`src/rtl/insn_fetch_unit.sv`:
```
// Fetch controller for a 1-cycle registered-read instruction memory; first word visible 3 cycles after start/redirect, then one per cycle.
// Words land in a 2-entry queue; issue is credit-limited so out_ready low stalls fetch without loss.
module insn_fetch_unit #(
  parameter logic [31:0] RESET_PC = 32'h0000_0000
) (
  input  logic        clk,
  input  logic        reset,
  input  logic        start,
  input  logic [31:0] start_pc,
  input  logic        halt,
  input  logic        redirect,
  input  logic [31:0] redirect_pc,
  input  logic        load_we,
  input  logic [31:0] load_addr,
  input  logic [31:0] load_din,
  output logic        load_ready,
  output logic [31:0] imem_pc,
  input  logic [31:0] imem_insn,
  output logic [31:0] imem_addr,
  output logic [31:0] imem_din,
  output logic        imem_we,
  output logic        out_valid,
  input  logic        out_ready,
  output logic [31:0] out_insn,
  output logic [31:0] out_pc,
  output logic        running
);

  typedef enum logic {IDLE, RUN} state_t;

  state_t      state, state_nxt;
  logic [31:0] f_pc;
  logic [31:0] infl_pc;
  logic        infl;
  logic [1:0]  occ;
  logic [31:0] q0_insn, q0_pc, q1_insn, q1_pc;

  logic run, pop, push, flush, issue;

  assign run   = (state == RUN);
  assign pop   = out_valid & out_ready;
  assign flush = run & (halt | redirect);
  assign push  = infl & ~flush;
  // Queue slots plus the outstanding read must never exceed the 2 entries.
  assign issue = run & ~flush &
                 (({1'b0, occ} + {2'b00, infl}) < (3'd2 + {2'b00, pop}));

  assign imem_pc   = f_pc;
  assign imem_addr = load_addr;
  assign imem_din  = load_din;
  assign out_valid = (occ != 2'd0);
  assign out_insn  = q0_insn;
  assign out_pc    = q0_pc;

  always_comb begin
    state_nxt  = state;
    running    = 1'b0;
    load_ready = 1'b0;
    imem_we    = 1'b0;
    case (state)
      IDLE: begin
        load_ready = 1'b1;
        imem_we    = load_we;
        if (start) state_nxt = RUN;
      end
      RUN: begin
        running = 1'b1;
        if (halt) state_nxt = IDLE;
      end
      default: state_nxt = IDLE;
    endcase
  end

  always_ff @(posedge clk) begin
    if (reset) begin
      state   <= IDLE;
      f_pc    <= RESET_PC;
      infl    <= 1'b0;
      infl_pc <= 32'h0;
      occ     <= 2'd0;
      q0_insn <= 32'h0;
      q0_pc   <= 32'h0;
      q1_insn <= 32'h0;
      q1_pc   <= 32'h0;
    end else begin
      state <= state_nxt;

      if (!run) begin
        infl <= 1'b0;
        if (start) f_pc <= start_pc;
      end else if (halt) begin
        infl <= 1'b0;
      end else if (redirect) begin
        infl <= 1'b0;
        f_pc <= redirect_pc;
      end else begin
        infl <= issue;
        if (issue) begin
          infl_pc <= f_pc;
          f_pc    <= f_pc + 32'd4;
        end
      end

      // On flush the head slot keeps the last presented word so the empty output stays defined.
      if (flush) begin
        occ <= 2'd0;
      end else begin
        occ <= occ + {1'b0, push} - {1'b0, pop};
        if (pop && occ == 2'd2) begin
          q0_insn <= q1_insn;
          q0_pc   <= q1_pc;
          if (push) begin
            q1_insn <= imem_insn;
            q1_pc   <= infl_pc;
          end
        end else if (pop) begin
          if (push) begin
            q0_insn <= imem_insn;
            q0_pc   <= infl_pc;
          end
        end else if (push) begin
          if (occ == 2'd0) begin
            q0_insn <= imem_insn;
            q0_pc   <= infl_pc;
          end else begin
            q1_insn <= imem_insn;
            q1_pc   <= infl_pc;
          end
        end
      end
    end
  end

endmodule
```
`config.mk`:
```
export PLATFORM = sky130hd
export DESIGN_NAME = insn_fetch_unit
export DESIGN_NICKNAME = d
export VERILOG_FILES = /design/src/rtl/insn_fetch_unit.sv
export SDC_FILE = /design/constraint.sdc
export NUM_CORES = 1
export LEC_CHECK = 0
export CORE_MARGIN = 5
export CORE_UTILIZATION = 50
export CTS_BUF_LIST = sky130_fd_sc_hd__clkbuf_2 sky130_fd_sc_hd__clkbuf_4 sky130_fd_sc_hd__clkbuf_8
export DETAILED_ROUTE_END_ITERATION = 6
export GPL_TIMING_DRIVEN = 0
export PLACE_DENSITY = 0.87
export SLEW_MARGIN = 5
export SYNTH_ARGS = -nofsm -noshare
export SYNTH_HDL_FRONTEND = slang
export SYNTH_SLANG_ARGS = --single-unit
export TNS_END_PERCENT = 20
```
`constraint.sdc`:
```
create_clock -name clk -period 5.8 [get_ports clk]
set_input_delay 1.16 -clock clk [delete_from_list [all_inputs] [get_ports clk]]
set_output_delay 1.16 -clock clk [all_outputs]
set_load 0.05 [all_outputs]
```
==> flow_metrics.env, run 1 <==
export IMPL_outcome="finished, final reports clean"
export IMPL_post_route_util_pct=69.8
export IMPL_fp_coreArea_sq_um=17900
export IMPL_maxClockFrequency_mhz=265
export IMPL_min_delay_path_class="flop to flop"
export IMPL_count_of_flip_flops_with_a_built_in_enable_after_synthesis=0
export IMPL_worst_hold_slack_ns=0.457
export IMPL_port_buffer_count=265
export IMPL_synth_yosys_warnings=0
export IMPL_number_of_register_bits_inferred_by_synthesis=196
export IMPL_critical_path_cell_chain="clkbuf_1 > buf_1 > nor2b_1 > clkdlybuf4s50_1"
export IMPL_cts_repair_resize_count=0
export IMPL_grt_setup_unrepaired="false"
export IMPL_grt_overflow_total=0
export IMPL_gr_usage_all_layers_pct=26.5
export IMPL_synth_top_area_share_pct=43.2
export IMPL_die_h_um=145
export IMPL_fin_crit_ns=3.77
export IMPL_setup_violations_final=0
export IMPL_cts_hold_buffers_added=0
export IMPL_fin_setup_tns_ns=0
export IMPL_dominant_register_cell_in_the_synthesized_netlist="sky130_fd_sc_hd__dfxtp_1"
export IMPL_cp_data_arrival_time_ns=2.61
export IMPL_drive_above_1_share_pct=7.51
export IMPL_max_cap_violations=0
export IMPL_dr_first_iter_drc_count=680
export IMPL_p_comb_share_pct=22.7
export IMPL_clock_root_buffer="sky130_fd_sc_hd__clkbuf_8"
export IMPL_grt_start_max_net_pins=18
export IMPL_power_density_nw_per_um2=253
export IMPL_synthArstFlopShare_pct=0
export IMPL_fin_skew_ns=0.0159
export IMPL_post_dp_hpwl_um=22100
export IMPL_fin_ws_ns=2.03
export IMPL_clk_transition_reported_paths_ns=0.10
export IMPL_cp_end_kind="output port"
export IMPL_post_synth_inst_count=1126
export IMPL_netlist_top_cell_by_area="sky130_fd_sc_hd__dfxtp_1"
export IMPL_first_pass_grt_wire_length_um=44600
export IMPL_ioPinCount=331
export IMPL_power_switching_share_pct=31.2
export IMPL_tritoncts="done"
export IMPL_htreeDepth=4
export IMPL_final_max_slew_viol_count=0
export IMPL_switching_power_w=0.000988
export IMPL_irDropWorstVdd_v=0.000155
export IMPL_detail_route_wl_per_cell_um=17.4
export IMPL_total_leakage_power_nw=4.66
export IMPL_cpPeakStageDelay_ns=0.72
export IMPL_cp_start_kind="flop"
export IMPL_cts_buffers_inserted=17
export IMPL_first_global_vias=8957
export IMPL_detail_route_drc_violations=0
export IMPL_clock_path_buffers=2
export IMPL_power_sequential_fraction_pct=45.6
export IMPL_average_size_of_a_mapped_cell_sq_um=8.07
export IMPL_rows=49
export IMPL_wl_um=28700
export IMPL_critical_path_top_delay_family="buffers and inverters"
export IMPL_finalNetCount=1583
export IMPL_fp_dieArea_sq_um=21000
export IMPL_route_vias_total=9133
export IMPL_insertion_delay_to_the_later_sink_of_the_worst_skew_pair_ns=0.47
export IMPL_yosys_top_cells_area="sky130_fd_sc_hd__dfxtp_1 (43%), sky130_fd_sc_hd__nand2_1 (10%), sky130_fd_sc_hd__mux2i_1 (8.0%)"
export IMPL_internal_power_w=0.00218
export IMPL_synth_distinct_cells=55
export IMPL_crit_path_category="flop to output port"
export IMPL_synth_yosys_seq_area_share_pct=43.2
export IMPL_drtAntennaViolNets=0
export IMPL_die_x_um=145
export IMPL_mappedNetlistNets=1298
export IMPL_vias_per_cell=5.53
export IMPL_postCtsSetupBuffers=0
export IMPL_headroom_to_the_max_slew_limit_pct=48.0
export IMPL_clock_power_share_pct=31.7
export IMPL_drt_first_pass_iters=5
export IMPL_critical_path_slowest_cell="sky130_fd_sc_hd__clkdlybuf4s50_1"
export IMPL_synthesis_area_sq_um=9080
export IMPL_timing_critical_path_required_ns=4.64
export IMPL_critical_path_peak_fanout=10
export IMPL_n_antenna_cell=0
export IMPL_ys_top_cells_by_count="sky130_fd_sc_hd__nand2_1 (243), sky130_fd_sc_hd__dfxtp_1 (196), sky130_fd_sc_hd__a21oi_1 (120), sky130_fd_sc_hd__nor2_1 (103), sky130_fd_sc_hd__clkbuf_1 (82)"
export IMPL_fin_crit_sh_pct=65.0
export IMPL_report_final_hold_viol_count=0
export IMPL_antenna_found_initial=0
export IMPL_worstPathBufferInverterCount=3
export IMPL_detailedPlace_worstSlack_ns=1.84
export IMPL_floorplan_initialDensity_pct=50.7
export IMPL_relative_area_change_from_synthesis_to_final_layout_pct=37.6
export IMPL_tritoncts_num_sinks=196
export IMPL_slew_worst_pin_ns=0.780
export IMPL_synthMostInstantiatedCell="sky130_fd_sc_hd__nand2_1"
export IMPL_place_congestion=0.938
[cell families after synthesis]
kind of cell             Yosys count  share of synthesized area, %
AND/OR/NAND/NOR                  411                          18.8
AO/OA/AOI/OAI                    272                          19.2
flip-flops                       196                          43.2
buffers and inverters            164                          9.55
multiplexers                      73                          8.05
XOR/XNOR                           5                         0.482
adder cells (fa/ha/maj)            5                         0.689
[tightest hold or removal path, cell delays in order (launching register included)]
cell                      delay, ns
sky130_fd_sc_hd__dfxtp_1       0.32
sky130_fd_sc_hd__nand2_1       0.05
sky130_fd_sc_hd__a21oi_1       0.05
[power groups by stage]
stage	Combinational (W)	Sequential, W	Clock [W]
detailed placement	0.000716	0.00147	0
floorplan	0.000303	0.00160	0
global route	0.000757	0.00145	0.00106
CTS	0.000719	0.00144	0.00101
global placement	0.000708	0.00147	0
finish	0.000719	0.00144	0.00100
[metrics by stage]
step	std cells	cell area [sq um]	power, W
2_1_floorplan	1126	9080	0.00191
3_3_place_gp	1620	12000	0.00218
3_5_place_dp	1621	12000	0.00219
4_1_cts	1653	12500	0.00317
5_1_grt	1653	12500	0.00327
6_report	1653	12500	0.00317
[flip-flops by register name, indices dropped and copies added (netlist names)]
signal / cells
imem_pc: 32
infl_pc: 32
out_insn: 32
out_pc: 32
q1_insn: 32
q1_pc: 32
occ: 2
infl: 1
run: 1
[layer usage]
| layer | part of all wire [%] | wire length, um | track usage [%] |
|---|---|---|---|
| met1 | 39 | 11200 | 32.4 |
| met4 | 3.0 | 862 | 10.4 |
| met3 | 9.1 | 2620 | 5.82 |
| met2 | 49 | 14000 | 45.6 |
| met5 | 0 | 0 | 0 |
[layout by cell type (no fill, tap or decap), types with 9 or more instances in the layout]
master                            instances
sky130_fd_sc_hd__clkdlybuf4s50_1        265
sky130_fd_sc_hd__nand2_1                243
sky130_fd_sc_hd__dfxtp_1                196
sky130_fd_sc_hd__a21oi_1                120
sky130_fd_sc_hd__nor2_1                 103
sky130_fd_sc_hd__clkbuf_1                82
sky130_fd_sc_hd__mux2i_1                 73
sky130_fd_sc_hd__a211oi_1                68
sky130_fd_sc_hd__buf_4                   65
sky130_fd_sc_hd__clkbuf_8                20
sky130_fd_sc_hd__o21ai_1                 12
sky130_fd_sc_hd__nand4_1                 11
sky130_fd_sc_hd__nand3_1                  9
[final timing paths]
kind              cells after the start  slack, ns                  endpoint                    start
setup / recovery                      4       2.03                   imem_we           run$_SDFF_PP0_
hold / removal                        2       0.46     q1_pc[1]$_SDFFE_PP0P_    q1_pc[1]$_SDFFE_PP0P_
setup reg to reg                      7       2.94  imem_pc[16]$_SDFFE_PP0P_  imem_pc[2]$_SDFFE_PP0P_
hold reg to reg                       2       0.46     q1_pc[1]$_SDFFE_PP0P_    q1_pc[1]$_SDFFE_PP0P_
[layout make-up]
| cell class | count | area (sq um) |
|---|---|---|
| fill | 1486 | 5410 |
| multi-input combinational | 766 | 4300 |
| sequential | 196 | 3920 |
| timing repair buffer | 266 | 2660 |
| buffer | 156 | 837 |
| tap | 229 | 287 |
| clock buffer | 20 | 275 |
| clock inverter | 12 | 188 |
| inverter | 8 | 30.0 |
Power figures use the tool's default switching activity.
==> run 2: changes to the inputs <==
--- a/config.mk
+++ b/config.mk
@@ -6,11 +6,11 @@
 export NUM_CORES = 1
 export LEC_CHECK = 0
 export CORE_MARGIN = 5
-export CORE_UTILIZATION = 50
+export CORE_UTILIZATION = 46
 export CTS_BUF_LIST = sky130_fd_sc_hd__clkbuf_2 sky130_fd_sc_hd__clkbuf_4 sky130_fd_sc_hd__clkbuf_8
 export DETAILED_ROUTE_END_ITERATION = 6
 export GPL_TIMING_DRIVEN = 0
-export PLACE_DENSITY = 0.87
+export PLACE_DENSITY = 0.81
 export SLEW_MARGIN = 5
 export SYNTH_ARGS = -nofsm -noshare
 export SYNTH_HDL_FRONTEND = slang
==> constraint.sdc (replaced) <==
create_clock -name clk -period 3.6 [get_ports clk]
set_input_delay 0.72 -clock clk [delete_from_list [all_inputs] [get_ports clk]]
set_output_delay 0.72 -clock clk [all_outputs]
set_load 0.05 [all_outputs]
==> run 2 against run 1 <==
  * Sequential cell count stayed put
  * First-iteration DRC count shrank 24%
  * Combinational power is 61% higher
  * Critical path depth is the same
  * Critical path type unchanged
  * Largest cell class unchanged
  * Largest power group unchanged
==> flow_metrics.env, run 2 (synthesis gave the netlist of run 1 again) <==
export IMPL_power_sequential_fraction_pct=47.2
export IMPL_maxClockFrequency_mhz=297
export IMPL_drtAntennaViolNets=0
export IMPL_postCtsSetupBuffers=0
export IMPL_dr_first_iter_drc_count=515
export IMPL_tritoncts="done"
export IMPL_grt_setup_unrepaired="false"
export IMPL_numPlacedInstances=1656
export IMPL_fin_skew_ns=0.0167
export IMPL_post_route_util_pct=64.1
export IMPL_place_congestion=0.922
export IMPL_min_delay_path_class="flop to flop"
export IMPL_final_cell_mix="sky130_fd_sc_hd__clkdlybuf4s50_1 (265), sky130_fd_sc_hd__nand2_1 (243), sky130_fd_sc_hd__dfxtp_1 (196)"
export IMPL_die_h_um=151
export IMPL_fp_dieArea_sq_um=22700
export IMPL_fp_coreArea_sq_um=19500
export IMPL_design_area_sq_um=12500
export IMPL_layout_commonest_cell="sky130_fd_sc_hd__clkdlybuf4s50_1"
export IMPL_critical_path_slowest_cell="sky130_fd_sc_hd__clkdlybuf4s50_1"
export IMPL_drive_above_1_share_pct=7.45
export IMPL_route_vias_total=9019
export IMPL_first_pass_grt_wire_length_um=43400
export IMPL_clock_power_share_pct=29.3
export IMPL_tritoncts_num_sinks=196
export IMPL_port_buffer_count=265
export IMPL_power_density_nw_per_um2=395
export IMPL_max_cap_violations=0
export IMPL_total_leakage_power_nw=4.62
export IMPL_internal_power_w=0.00326
export IMPL_grt_start_max_net_pins=20
export IMPL_ioPinCount=331
export IMPL_fin_cells=1688
export IMPL_slew_worst_pin_ns=0.977
export IMPL_drt_first_pass_iters=7
export IMPL_post_dp_hpwl_um=21700
export IMPL_cpPeakStageDelay_ns=0.72
export IMPL_switching_power_w=0.00166
export IMPL_worstPathBufferInverterCount=3
export IMPL_irDropWorstVdd_v=0.000240
export IMPL_cts_buffers_inserted=17
export IMPL_antenna_found_initial=0
export IMPL_floorplan_initialDensity_pct=46.7
export IMPL_finalNetCount=1582
export IMPL_fin_crit_ns=3.36
export IMPL_headroom_to_the_max_slew_limit_pct=34.8
export IMPL_n_antenna_cell=0
export IMPL_clock_root_buffer="sky130_fd_sc_hd__clkbuf_8"
export IMPL_clock_path_buffers=2
export IMPL_insertion_delay_to_the_later_sink_of_the_worst_skew_pair_ns=0.48
export IMPL_wl_um=28000
export IMPL_cts_hold_buffers_added=0
export IMPL_die_x_um=151
export IMPL_cts_repair_resize_count=0
export IMPL_crit_path_category="flop to output port"
export IMPL_gr_usage_all_layers_pct=23.9
export IMPL_p_comb_share_pct=23.5
export IMPL_fin_setup_tns_ns=0
export IMPL_fin_crit_sh_pct=93.4
export IMPL_critical_path_peak_fanout=10
export IMPL_clk_transition_reported_paths_ns=0.11
export IMPL_rows=51
export IMPL_detail_route_drc_violations=0
export IMPL_report_final_hold_viol_count=0
export IMPL_relative_area_change_from_synthesis_to_final_layout_pct=37.3
export IMPL_timing_critical_path_required_ns=2.88
export IMPL_vias_per_cell=5.34
export IMPL_power_switching_share_pct=33.7
export IMPL_final_max_slew_viol_count=0
export IMPL_placement_cell_area_sq_um=12100
export IMPL_cp_end_kind="output port"
export IMPL_first_global_vias=8590
export IMPL_setup_violations_final=0
export IMPL_critical_path_top_delay_family="buffers and inverters"
export IMPL_post_layout_total_power_w=0.00492
export IMPL_grt_overflow_total=0
export IMPL_outcome="finished, final reports clean"
export IMPL_cp_start_kind="flop"
export IMPL_detail_route_wl_per_cell_um=16.6
export IMPL_cp_data_arrival_time_ns=2.64
export IMPL_htreeDepth=4
export IMPL_critical_path_cell_chain="clkbuf_1 > buf_1 > nor2b_1 > clkdlybuf4s50_1"
run 2: per-stage QoR:
| stage | hold slack [ns] | setup WS (ns) |
|---|---|---|
| 2_1_floorplan | 0.436 | 0.932 |
| 3_3_place_gp | 0.441 | -0.132 |
| 3_5_place_dp | 0.446 | 0.0393 |
| 4_1_cts | 0.460 | 0.232 |
| 5_1_grt | 0.478 | 0.0612 |
| 6_report | 0.459 | 0.238 |
run 2: worst paths after layout:
kind | to | slack, ns | depth (start not counted) | from
min | q1_pc[5]$_SDFFE_PP0P_ | 0.46 | 2 | q1_pc[5]$_SDFFE_PP0P_
max reg2reg | imem_pc[20]$_SDFFE_PP0P_ | 0.85 | 7 | imem_pc[2]$_SDFFE_PP0P_
min reg2reg | q1_pc[5]$_SDFFE_PP0P_ | 0.46 | 2 | q1_pc[5]$_SDFFE_PP0P_
max | imem_we | 0.24 | 4 | run$_SDFF_PP0_
run 2: power groups by stage:
stage	clock network [W]	logic, W	registers (W)
after floorplan	0	0.000488	0.00258
after global placement	0	0.00114	0.00237
after detailed placement	0	0.00115	0.00237
after CTS	0.00146	0.00116	0.00232
after global routing	0.00155	0.00122	0.00233
final	0.00144	0.00116	0.00232
run 2: cell type report:
type | instances | area (sq um)
multi-input combinational | 766 | 4300
clock buffer | 17 | 234
sequential | 196 | 3920
timing repair buffer | 265 | 2650
buffer | 156 | 837
inverter | 8 | 30.0
fill | 1706 | 7000
tap | 265 | 332
clock inverter | 15 | 163
run 2: routing by layer:
layer / up-vias / wire (um) / track usage [%]
met5: - / 0 / 0
met4: 0 / 546 / 7.73
met3: 43 / 2720 / 5.78
met2: 442 / 13400 / 40.4
met1: 4116 / 11300 / 30.1
li1: 4418 / - / -
run 2: worst register-to-register path: stages (launching register included):
cell                       delay [ns]
sky130_fd_sc_hd__dfxtp_1         0.54
sky130_fd_sc_hd__ha_1            0.31
sky130_fd_sc_hd__nand4_1         0.16
sky130_fd_sc_hd__nor4_1          0.63
sky130_fd_sc_hd__clkbuf_1        0.40
sky130_fd_sc_hd__a31oi_1         0.13
sky130_fd_sc_hd__or3_1           0.37
sky130_fd_sc_hd__a21oi_1         0.15
